[src/rtl/dec_stage.sv]
// dec_stage: registered RV32I/RV64I decode stage with an input FIFO and a decoded output slot
//
// Optional feature: define DEC_PERF_CNT_EN to add the perf_dec_cnt / perf_stall_cnt counters.
//
// Ports:
//   clock, reset         rising-edge clock, asynchronous active-high reset
//   flush                synchronous drop of FIFO contents and output slot
//   in_valid/in_ready    fetch handshake; in_inst, in_pc carry the instruction
//   out_valid/out_ready  execute handshake on the decoded slot
//   out_pc               pc of the decoded instruction
//   rd, rs1, rs2         register ids
//   imm                  sign-extended immediate (0 for R-type)
//   alu_op, com_op       ALU and branch-compare operation codes
//   is_mem_sign          signed load/store flag (!funct3[2])
//   inst_type            instruction class (0 when illegal)
//   illegal              instruction is not legal for XLEN
//   perf_dec_cnt         [DEC_PERF_CNT_EN] count of consumed decodes
//   perf_stall_cnt       [DEC_PERF_CNT_EN] count of cycles stalled by execute
module dec_stage #(
    parameter int XLEN  = 32,
    parameter int DEPTH = 2
) (
    input  logic            clock,
    input  logic            reset,
    input  logic            flush,
    input  logic            in_valid,
    output logic            in_ready,
    input  logic [31:0]     in_inst,
    input  logic [XLEN-1:0] in_pc,
    output logic            out_valid,
    input  logic            out_ready,
    output logic [XLEN-1:0] out_pc,
    output logic [4:0]      rd,
    output logic [4:0]      rs1,
    output logic [4:0]      rs2,
    output logic [XLEN-1:0] imm,
    output logic [3:0]      alu_op,
    output logic [2:0]      com_op,
    output logic            is_mem_sign,
    output logic [4:0]      inst_type,
`ifdef DEC_PERF_CNT_EN
    output logic [31:0]     perf_dec_cnt,
    output logic [31:0]     perf_stall_cnt,
`endif
    output logic            illegal
);
    localparam int AW = $clog2(DEPTH);
    localparam logic [AW:0] FULL = (AW+1)'(DEPTH);

    localparam logic [6:0] OPC_LUI    = 7'b0110111;
    localparam logic [6:0] OPC_AUIPC  = 7'b0010111;
    localparam logic [6:0] OPC_JAL    = 7'b1101111;
    localparam logic [6:0] OPC_JALR   = 7'b1100111;
    localparam logic [6:0] OPC_BRANCH = 7'b1100011;
    localparam logic [6:0] OPC_LOAD   = 7'b0000011;
    localparam logic [6:0] OPC_STORE  = 7'b0100011;
    localparam logic [6:0] OPC_OPIMM  = 7'b0010011;
    localparam logic [6:0] OPC_OP     = 7'b0110011;
    localparam logic [6:0] OPC_SYSTEM = 7'b1110011;

    localparam logic [3:0] ALU_ADD = 4'd0;
    localparam logic [2:0] CMP_EQ  = 3'd0;
    localparam logic [2:0] F3_SR   = 3'd5;

    // Classes outside LOAD (011xx), STORE (010xx) and SYSTEM (10xxx); 0 marks illegal.
    localparam logic [4:0] T_OP    = 5'd1;
    localparam logic [4:0] T_OPIMM = 5'd2;
    localparam logic [4:0] T_LUI   = 5'd3;
    localparam logic [4:0] T_AUIPC = 5'd4;
    localparam logic [4:0] T_JAL   = 5'd5;
    localparam logic [4:0] T_JALR  = 5'd6;
    localparam logic [4:0] T_BR    = 5'd7;

    logic [31:0]     r_inst_q [DEPTH];
    logic [XLEN-1:0] r_pc_q   [DEPTH];
    logic [AW-1:0]   r_wptr;
    logic [AW-1:0]   r_rptr;
    logic [AW:0]     r_cnt;

    logic            w_push;
    logic            w_pop;
    logic [31:0]     w_inst;
    logic [6:0]      w_opc;
    logic [2:0]      w_f3;
    logic [6:0]      w_f7;
    logic [XLEN-1:0] w_imm_i;
    logic [XLEN-1:0] w_imm_s;
    logic [XLEN-1:0] w_imm_b;
    logic [XLEN-1:0] w_imm_u;
    logic [XLEN-1:0] w_imm_j;
    logic [XLEN-1:0] w_imm;
    logic [3:0]      w_alu;
    logic [4:0]      w_type;
    logic            w_bad;

    // in_ready looks only at the registered count: no pass-through when full.
    assign in_ready = r_cnt < FULL;
    assign w_push   = in_valid && in_ready;
    assign w_pop    = (r_cnt != '0) && (!out_valid || out_ready);

    assign w_inst = r_inst_q[r_rptr];
    assign w_opc  = w_inst[6:0];
    assign w_f3   = w_inst[14:12];
    assign w_f7   = w_inst[31:25];

    assign w_imm_i = XLEN'($signed(w_inst[31:20]));
    assign w_imm_s = XLEN'($signed({w_inst[31:25], w_inst[11:7]}));
    assign w_imm_b = XLEN'($signed({w_inst[31], w_inst[7], w_inst[30:25], w_inst[11:8], 1'b0}));
    assign w_imm_u = XLEN'($signed({w_inst[31:12], 12'b0}));
    assign w_imm_j = XLEN'($signed({w_inst[31], w_inst[19:12], w_inst[20], w_inst[30:21], 1'b0}));

    always_comb begin
        w_imm  = '0;
        w_alu  = ALU_ADD;
        w_type = '0;
        w_bad  = 1'b0;
        case (w_opc)
            OPC_LUI: begin
                w_imm  = w_imm_u;
                w_type = T_LUI;
            end
            OPC_AUIPC: begin
                w_imm  = w_imm_u;
                w_type = T_AUIPC;
            end
            OPC_JAL: begin
                w_imm  = w_imm_j;
                w_type = T_JAL;
            end
            OPC_JALR: begin
                w_imm  = w_imm_i;
                w_type = T_JALR;
                w_bad  = w_f3 != 3'd0;
            end
            OPC_BRANCH: begin
                w_imm  = w_imm_b;
                w_type = T_BR;
                w_bad  = w_f3[2:1] == 2'b01;
            end
            OPC_LOAD: begin
                w_imm  = w_imm_i;
                w_type = {3'b011, w_f3[1:0]};
                w_bad  = (w_f3 == 3'd7) || (XLEN == 32 && (w_f3 == 3'd3 || w_f3 == 3'd6));
            end
            OPC_STORE: begin
                w_imm  = w_imm_s;
                w_type = {3'b010, w_f3[1:0]};
                w_bad  = w_f3[2] || (XLEN == 32 && w_f3 == 3'd3);
            end
            OPC_OPIMM: begin
                w_imm  = w_imm_i;
                w_alu  = {w_inst[30] & (w_f3 == F3_SR), w_f3};
                w_type = T_OPIMM;
                // Shifts (funct3 1/5): upper bits must be 0 or 0x10; shamt[5] only exists on RV64.
                w_bad  = (w_f3[1:0] == 2'b01) &&
                         ((w_inst[31:26] != 6'h00 && w_inst[31:26] != 6'h10) || (XLEN == 32 && w_inst[25]));
            end
            OPC_OP: begin
                w_alu  = {w_inst[30], w_f3};
                w_type = T_OP;
                w_bad  = (w_f7 != 7'h00 && w_f7 != 7'h20) ||
                         (w_f7 == 7'h20 && w_f3 != 3'd0 && w_f3 != F3_SR);
            end
            OPC_SYSTEM: begin
                w_imm  = w_imm_i;
                w_alu  = {2'b01, w_f3[1:0]};
                w_type = {2'b10, w_f3};
            end
            default: w_bad = 1'b1;
        endcase
    end

    // FIFO storage carries no reset; validity is tracked by the count.
    always_ff @(posedge clock) begin
        if (w_push) begin
            r_inst_q[r_wptr] <= in_inst;
            r_pc_q[r_wptr]   <= in_pc;
        end
    end

    always_ff @(posedge clock or posedge reset) begin
        if (reset) begin
            r_wptr <= '0;
            r_rptr <= '0;
            r_cnt  <= '0;
        end else if (flush) begin
            r_wptr <= '0;
            r_rptr <= '0;
            r_cnt  <= '0;
        end else begin
            r_wptr <= w_push ? r_wptr + 1'b1 : r_wptr;
            r_rptr <= w_pop ? r_rptr + 1'b1 : r_rptr;
            r_cnt  <= (w_push && !w_pop) ? r_cnt + 1'b1 :
                      (!w_push && w_pop) ? r_cnt - 1'b1 : r_cnt;
        end
    end

    always_ff @(posedge clock or posedge reset) begin
        if (reset) begin
            out_valid   <= 1'b0;
            out_pc      <= '0;
            rd          <= '0;
            rs1         <= '0;
            rs2         <= '0;
            imm         <= '0;
            alu_op      <= '0;
            com_op      <= '0;
            is_mem_sign <= 1'b0;
            inst_type   <= '0;
            illegal     <= 1'b0;
        end else if (flush) begin
            out_valid <= 1'b0;
        end else if (w_pop) begin
            out_valid   <= 1'b1;
            out_pc      <= r_pc_q[r_rptr];
            rd          <= w_inst[11:7];
            rs1         <= w_inst[19:15];
            rs2         <= w_inst[24:20];
            imm         <= w_imm;
            alu_op      <= w_alu;
            com_op      <= (w_opc == OPC_BRANCH) ? w_f3 : CMP_EQ;
            is_mem_sign <= !w_f3[2];
            inst_type   <= w_bad ? 5'd0 : w_type;
            illegal     <= w_bad;
        end else if (out_ready) begin
            out_valid <= 1'b0;
        end
    end

`ifdef DEC_PERF_CNT_EN
    // Counters survive flush; only reset clears them.
    always_ff @(posedge clock or posedge reset) begin
        if (reset) begin
            perf_dec_cnt   <= '0;
            perf_stall_cnt <= '0;
        end else begin
            perf_dec_cnt   <= perf_dec_cnt + {31'd0, out_valid && out_ready};
            perf_stall_cnt <= perf_stall_cnt + {31'd0, out_valid && !out_ready};
        end
    end
`endif

endmodule

[config.mk]
export PLATFORM = sky130hd
export DESIGN_NAME = dec_stage
export DESIGN_NICKNAME = d
export VERILOG_FILES = /design/src/rtl/dec_stage.sv
export SDC_FILE = /design/constraint.sdc
export NUM_CORES = 1
export LEC_CHECK = 0
export CAP_MARGIN = 10
export CORE_MARGIN = 2
export CORE_UTILIZATION = 50
export CTS_CLUSTER_SIZE = 40
export DETAILED_ROUTE_END_ITERATION = 10
export GPL_ROUTABILITY_DRIVEN = 0
export MAX_ROUTING_LAYER = met4
export PLACE_DENSITY = 0.84
export SLEW_MARGIN = 25
export SYNTH_ARGS = -nofsm -noshare
export SYNTH_HDL_FRONTEND = slang
export SYNTH_SLANG_ARGS = --single-unit
[constraint.sdc]
create_clock -name clock -period 4.12 [get_ports clock]
set_clock_uncertainty 0.1 [all_clocks]
set_input_delay 0.618 -clock clock [delete_from_list [all_inputs] [get_ports clock]]
set_output_delay 0.618 -clock clock [all_outputs]
set_load 0.02 [all_outputs]
==> results of run 1 <==
## kinds of logic after synthesis
kind of cell | share of synthesized area
AO/OA/AOI/OAI | 0.119
XOR/XNOR | 0.00386
buffers and inverters | 0.0210
flip-flops | 0.694
multiplexers | 0.0804
AND/OR/NAND/NOR | 0.0815
## registers in the layout, summed over array words and instances (netlist names)
name / flops
r_inst_q: 64
r_pc_q: 64
imm: 32
out_pc: 32
inst_type: 5
rd: 5
rs1: 5
rs2: 5
alu_op: 4
com_op: 3
r_cnt: 2
illegal: 1
is_mem_sign: 1
out_valid: 1
r_rptr: 1
r_wptr: 1
## cell usage after synthesis, types with 4 or more instances
cell      instances
o221ai_1          4
nand2_1          75
dfrtp_1          98
a21oi_1          18
a21o_1            5
o21ai_0          55
a31oi_1           4
inv_1             5
a221o_1          13
o31ai_2           4
buf_2             4
a22o_1           11
nand2b_1          9
edfxtp_1        128
mux2i_1          54
clkbuf_1         19
o21a_1            5
nor3_1            7
mux2_2            6
nor2_1           29
nand3_1           9
nand3b_1          4
## through the flow
stage	utilization	cell area (µm²)	total power, mW	hold WS, ns
after global placement	0.611	10900	3.90	0.351
after detailed placement	0.611	10900	3.93	0.361
after floorplan	-	9070	3.39	0.405
after CTS	0.657	11800	6.12	0.378
after global routing	0.657	11800	6.32	0.402
final	0.657	11800	6.08	0.374
## worst register-to-register path, cell delays in order, from the launching register on
cell      delay (ns)
dfrtp_4         0.88
and3_1          0.33
or2_1           0.31
nand2_1         0.21
o21bai_1        0.23
a21oi_1         0.63
a221o_1         0.22
## per-layer routing
metal / track usage / routed length (µm)
met4: 0.0611 / 590
met3: 0.0673 / 1650
met2: 0.350 / 9620
met1: 0.268 / 8290
met5: - / 0
## power by group through the flow
stage | registers, mW | clock network (mW) | logic (mW)
2_1_floorplan | 3.00 | 0 | 0.392
3_3_place_gp | 2.84 | 0 | 1.06
3_5_place_dp | 2.84 | 0 | 1.09
4_1_cts | 2.81 | 2.21 | 1.10
5_1_grt | 2.83 | 2.32 | 1.17
6_report | 2.81 | 2.19 | 1.09
## layout make-up
class | count | area (µm²)
flip-flops and latches | 226 | 6300
fillers | 1275 | 6130
multi-input cells | 382 | 2600
repair buffers | 173 | 1730
clock buffers | 33 | 694
well taps | 229 | 287
clock inverters | 11 | 133
inverters | 5 | 21.3
## worst max path at each step
stage          startpoint              to  cells after the start
4_1_cts            r_rptr         imm[16]                      6
3_5_place_dp    out_ready       out_pc[7]                      5
6_report           r_rptr         imm[16]                      6
2_1_floorplan    in_valid  r_inst_q[0][0]                      2
3_3_place_gp    out_ready      out_pc[26]                      5
5_1_grt            r_rptr         imm[16]                      6
==> impl_metrics.json, run 1 <==
{
  "rows": 49,
  "crit_buf_inv": 0,
  "wire_per_inst_um": 19.0,
  "cts_tree": "yes",
  "cp_top_family": "compound AO/OA/AOI/OAI gates",
  "antenna_found_initial": 0,
  "syn_area_mm2": 0.00907,
  "rsz0062_at_grt": "no",
  "num_antenna_cells": 0,
  "ff2ff_path_depth": 6,
  "htreeDepth": 1,
  "hpwl_um": 13700,
  "slowest_delay_ns": 0.88,
  "drive_above_1_share": 0.102,
  "switchingPower_mw": 1.62,
  "synthFlopType": "edfxtp_1",
  "internal-power_mw": 4.46,
  "combPwrFrac": 0.179,
  "design.core.area_mm2": 0.0179,
  "root_buffer": "clkbuf_16",
  "p_per_area_mw_per_mm2": 516,
  "fin_crit_sh": 0.730,
  "switching_share": 0.266,
  "p_leak_nw": 4.44,
  "dp.cells": 1015,
  "cts.clk_slew.worst_paths_ns": 0.06,
  "ant_nets": 0,
  "slew_headroom": 0.413,
  "mostFrequentLayoutCell": "clkdlybuf4s50_1",
  "worstHoldEndpoint": "rs1[4]",
  "synth_area_per_cell_um2": 14.1,
  "pre_cts_ws_ns": 1.06,
  "layout.nets": 881,
  "holdPathStages": 1,
  "seq_area_frac_synth": 0.694,
  "drt_first_iter_violations": 456,
  "start_util": 0.507,
  "power_frac_seq": 0.462,
  "clockPowerShare": 0.360,
  "clockBufferDepth": 3,
  "ctsResizeCount": 0,
  "grt_pass1_vias": 6036,
  "cp_cell_sequence": "and3_1 -> or2_1 -> nand2_1 -> o21bai_1 -> a21oi_1 -> a221o_1",
  "max_freq_ghz": 0.333,
  "worst_pin_slew_ns": 0.881,
  "instances_no_fill": 1059,
  "yosysUniqueCellTypes": 72,
  "dr.pass1.iters": 5,
  "clock_sinks": 226,
  "grt_pass1_wl_um": 32400,
  "die_w_um": 139,
  "slew_viol_final": 0,
  "area_growth_syn_to_layout_pct": 29.8,
  "yosys-top-cells-area": "edfxtp_1 (42%), dfrtp_1 (27%), mux2i_1 (6.0%), nand2_1 (3.1%), o21ai_0 (3.0%)",
  "max-cap-violations": 0,
  "setup_tns_ns": 0,
  "synth_edf_count": 128,
  "netlist.area_leader.share": 0.424,
  "rrSetupSlack_ns": 1.11,
  "yosysWarnings": 0,
  "worstPathRequired_ns": 4.46,
  "routed_wirelength_um": 20200,
  "start_kind": "register",
  "min-delay-path-class": "register to register",
  "worst_setup_path_end_kind": "register",
  "cts_setup_buffers": 0,
  "hp-start": "rs1[4]",
  "grt_use_total": 0.217,
  "cpMaxStageDelayCell": "dfrtp_4",
  "synth_nets": 713,
  "ir_worst_vdd_uv": 443,
  "finalSetupViolations": 0,
  "reg2reg_to": "imm[16]",
  "layout_common_cells": "clkdlybuf4s50_1 (163), edfxtp_1 (128), dfrtp_1 (97)",
  "drc": 0,
  "vias": 5904,
  "port_buffers": 163,
  "ctsHoldBuffers": 0,
  "synth-seq-cells": 226,
  "status": "completed",
  "setup_ws_ns": 1.11,
  "io_pins": 164,
  "critical_path_class": "register to register",
  "fp.dieArea_mm2": 0.0192,
  "r2r-start": "r_rptr",
  "worstPathArrival_ns": 3.35,
  "synthCells": 644,
  "finalHoldViolations": 0,
  "grt.overflow.total": 0,
  "vias_per_cell": 5.58,
  "finalCriticalPeriod_ns": 3.01,
  "dieHeight_um": 139,
  "cts-buffers-inserted": 24,
  "synthArstFlopShare": 0.434,
  "path_max_fanout": 54,
  "clock_latency_ns": 0.53,
  "grt_max_degree": 69,
  "synth_top_cell_by_area": "edfxtp_1"
}
Note: power is estimated with default switching activity, not from simulation.
==> inputs of run 2 (changes only) <==
Settings changed: CORE_UTILIZATION 50 to 47, PLACE_DENSITY 0.84 to 0.83.
Clock period 4.12 ns to 2.7 ns, I/O delays scaled along.
==> impl_metrics.json, run 2 (synthesis gave the netlist of run 1 again) <==
{
  "ctsResizeCount": 0,
  "slew_viol_final": 0,
  "drt_first_iter_violations": 362,
  "cts.clk_slew.worst_paths_ns": 0.07,
  "worstPathRequired_ns": 2.98,
  "clock_sinks": 226,
  "finalSetupViolations": 0,
  "final_area_mm2": 0.0119,
  "cp_cell_sequence": "and3b_1 -> or2_1 -> nand2_2 -> o31ai_1 -> or4_4 -> mux2_4",
  "drive_above_1_share": 0.122,
  "start_kind": "register",
  "ant_nets": 0,
  "drc": 0,
  "slew_headroom": 0.605,
  "cpMaxStageDelayCell": "dfrtp_4",
  "finalHoldViolations": 0,
  "setup_ws_ns": 0.0852,
  "worst_pin_slew_ns": 0.586,
  "root_buffer": "clkbuf_16",
  "dpl_cell_area_mm2": 0.0111,
  "cts_setup_buffers": 0,
  "pre_cts_ws_ns": 0.117,
  "ctsHoldBuffers": 0,
  "dieHeight_um": 143,
  "grt_use_total": 0.206,
  "grt.overflow.total": 0,
  "slowest_delay_ns": 0.70,
  "ir_worst_vdd_uv": 562,
  "p_leak_nw": 4.50,
  "layout_common_cells": "clkdlybuf4s50_1 (163), edfxtp_1 (128), dfrtp_1 (97)",
  "reg_top3": "r_inst_q: 64 flops, r_pc_q: 64 flops",
  "fillers": 1386,
  "fin_crit_sh": 0.968,
  "seqCellArea_mm2": 0.00630,
  "die_w_um": 143,
  "clock_latency_ns": 0.50,
  "finalCriticalPeriod_ns": 2.61,
  "num_antenna_cells": 0,
  "max_freq_ghz": 0.382,
  "worst_setup_path_end_kind": "register",
  "worstPathArrival_ns": 2.90,
  "p_per_area_mw_per_mm2": 759,
  "io_pins": 164,
  "path_max_fanout": 36,
  "routed_wirelength_um": 20200,
  "vias": 5956,
  "wire_per_inst_um": 18.2,
  "area_growth_syn_to_layout_pct": 31.2,
  "hpwl_um": 14200,
  "fin_hold_ws_ns": 0.188,
  "fp.dieArea_mm2": 0.0204,
  "max-cap-violations": 0,
  "min-delay-path-class": "input port to async pin",
  "status": "completed",
  "rows": 50,
  "rsz0062_at_grt": "no",
  "antenna_found_initial": 0,
  "setup_tns_ns": 0,
  "htreeDepth": 1,
  "vias_per_cell": 5.39,
  "multiInputGateArea_mm2": 0.00261,
  "critical_path_class": "register to register",
  "port_buffers": 163,
  "grt_max_degree": 57,
  "start_util": 0.482,
  "cts_tree": "yes",
  "mostFrequentLayoutCell": "clkdlybuf4s50_1",
  "clockBufferDepth": 3,
  "grt_pass1_vias": 6049,
  "fin_util": 0.632,
  "dr.pass1.iters": 6,
  "cts-buffers-inserted": 23,
  "grt_pass1_wl_um": 31900,
  "layout.nets": 898,
  "design.core.area_mm2": 0.0188
}
-- run 2: changes by cell type in the layout (fill, tap and decap cells not counted), moves of 2 or more --
cell and delta:
buf_6 +2, clkbuf_8 -2, buf_4 +15, bufinv_16 -2
clkinvlp_4 +2
-- run 2: power by group --
part           switching, mW  leakage [nW]  internal, mW
Combinational          0.913          1.66         0.787
Clock                   1.27         0.378          1.80
Sequential             0.219          2.46          4.04
Total                   2.40          4.50          6.63
-- run 2: worst max-delay path, delay by kind of cell, from the launching register on --
kind               cells  cell delay [ns]
AOI/OAI and AO/OA      1             0.08
DFF                    1             0.70
muxes                  1             0.28
and+or+nand+nor        4             1.33
-- run 2: routing by layer --
metal | track usage | wire (µm) | vias to the layer above
met5 | - | 0 | -
met4 | 0.0719 | 644 | 0
met3 | 0.0453 | 1520 | 49
met2 | 0.340 | 10000 | 253
met1 | 0.252 | 7980 | 2854
li1 | - | - | 2800
-- run 2: stage by stage --
| step | instances | power [mW] |
|---|---|---|
| finish | 1106 | 9.03 |
| global route | 1106 | 9.43 |
| CTS | 1106 | 9.12 |
| detailed placement | 1064 | 6.03 |
| global placement | 1064 | 5.97 |
| floorplan | 644 | 5.16 |
-- run 2: worst paths after layout --
kind	startpoint	cells after the start	slack [ns]	to
max	r_rptr	6	0.09	illegal
min	reset	2	0.19	out_pc[21]
max reg2reg	r_rptr	6	0.09	illegal
min reg2reg	imm[0]	2	0.37	imm[0]
max in group asynchronous	reset	3	1.63	out_pc[1]
min in group clock	imm[0]	2	0.37	imm[0]
-- run 2: layout make-up --
class	instances	share of cell area
Clock buffer	31	0.0578
Clock inverter	11	0.00578
Inverter	5	0.00189
Multi-Input combinational cell	382	0.219
Sequential cell	226	0.529
Tap cell	260	0.0273
Timing Repair Buffer	191	0.159
==> inputs of run 3 (changes only) <==
Settings changed: CORE_UTILIZATION 47 to 29, PLACE_DENSITY 0.83 to 0.58.
==> impl_metrics.json, run 3 (synthesis gave the netlist of run 1 again) <==
{
  "wire_per_inst_um": 17.7,
  "setup_ws_ns": 0.149,
  "vias": 5895,
  "routed_wirelength_um": 22100,
  "instances_no_fill": 1251,
  "htreeDepth": 1,
  "root_buffer": "clkbuf_16",
  "setup_tns_ns": 0,
  "rsz0062_at_grt": "no",
  "fp.dieArea_mm2": 0.0327,
  "pre_cts_ws_ns": -0.0783,
  "layout_common_cells": "clkdlybuf4s50_1 (163), edfxtp_1 (128), dfrtp_1 (97)",
  "io_pins": 164,
  "layout.nets": 904,
  "dr.pass1.iters": 4,
  "worstPathRequired_ns": 3.01,
  "max_freq_ghz": 0.392,
  "start_util": 0.296,
  "worst_pin_slew_ns": 0.705,
  "clock_latency_ns": 0.53,
  "cts-buffers-inserted": 26,
  "finalPower_mw": 9.62,
  "p_per_area_mw_per_mm2": 782,
  "clockBufferDepth": 3,
  "grt.overflow.total": 0,
  "grt_pass1_vias": 5965,
  "die_w_um": 181,
  "grt.met1_usage": 0.167,
  "mostFrequentLayoutCell": "clkdlybuf4s50_1",
  "dieHeight_um": 181,
  "design.core.area_mm2": 0.0307,
  "drt_first_iter_violations": 294,
  "clock_sinks": 226,
  "ant_nets": 0,
  "grt-busiest-layer": "met2",
  "finalSetupViolations": 0,
  "slowest_delay_ns": 0.60,
  "vias_per_cell": 4.71,
  "finalCriticalPeriod_ns": 2.55,
  "use_met3": 0.0450,
  "critical_path_class": "register to register",
  "cts.clk_slew.worst_paths_ns": 0.06,
  "hpwl_um": 15300,
  "grt_max_degree": 56,
  "cp_cell_sequence": "buf_4 -> o41ai_2 -> a2111oi_0 -> or4_4 -> mux2_4",
  "grt_pass1_wl_um": 34700,
  "p_leak_nw": 4.59,
  "antenna_found_initial": 0,
  "slew_viol_final": 0,
  "drc": 0,
  "area_growth_syn_to_layout_pct": 35.5,
  "num_antenna_cells": 0,
  "reg_top3": "r_inst_q: 64 flops, r_pc_q: 64 flops",
  "fin_crit_sh": 0.945,
  "finalHoldViolations": 0,
  "path_max_fanout": 19,
  "met2_usage": 0.225,
  "rows": 64,
  "max-cap-violations": 0,
  "drive_above_1_share": 0.129,
  "status": "completed",
  "dp.cells": 1202,
  "port_buffers": 163,
  "worst_setup_path_end_kind": "register",
  "grt_use_total": 0.139,
  "worstPathArrival_ns": 2.86,
  "cts_tree": "yes",
  "slew_headroom": 0.530,
  "min-delay-path-class": "input port to async pin",
  "cpMaxStageDelayCell": "dfrtp_4",
  "ir_worst_vdd_uv": 540,
  "start_kind": "register"
}
run 3: path summary, 6_finish.rpt:
check	startpoint	end	slack [ns]	cells past startpoint
hold / removal	reset	out_pc[9]	0.09	2
setup / recovery	r_rptr	illegal	0.15	5
max in group asynchronous	reset	rs2[0]	1.79	3
setup reg to reg	r_rptr	illegal	0.15	5
min in group clock	in_inst[24]	r_inst_q[0][24]	0.35	1
hold reg to reg	imm[0]	imm[0]	0.38	2
run 3: through the flow:
stage / cell area (µm²) / utilization / hold WS, ns
after CTS: 12300 / 0.400 / 0.0840
final: 12300 / 0.401 / 0.0892
after global routing: 12300 / 0.401 / 0.0903
after global placement: 11400 / 0.371 / 0.350
after floorplan: 9080 / - / 0.368
after detailed placement: 11400 / 0.371 / 0.371
run 3: worst max-delay path: cells and delay by family, from the launching register on:
kind / cells / cell delay (ns)
DFF: 1 / 0.60
buffers and inverters: 1 / 0.29
AOI/OAI and AO/OA: 2 / 0.64
and+or+nand+nor: 1 / 0.51
muxes: 1 / 0.28
run 3: report_power, final:
part	switching, mW	internal, mW	total, mW
logic	0.938	0.805	1.74
clock network	1.39	2.23	3.63
registers	0.205	4.04	4.25
total	2.54	7.08	9.62
run 3: metal layers:
metal | up-vias | share of wire
met5 | - | 0
met1 | 2854 | 0.42
li1 | 2813 | -
met3 | 38 | 0.079
met2 | 190 | 0.48
met4 | 0 | 0.021
run 3: what timing repair did:
item                       CTS  global route
setup endpoints to repair    5             5
pin swaps                    0             0
setup buffers                0             1
hold buffers                 0             0
resized for setup            1             0
run 3: layout make-up:
class | count | area, µm²
Sequential cell | 226 | 6300
Clock inverter | 15 | 191
Timing Repair Buffer | 194 | 1960
Fill cell | 2849 | 18400
Tap cell | 396 | 495
Inverter | 5 | 22.5
Multi-Input combinational cell | 382 | 2620
Clock buffer | 33 | 707
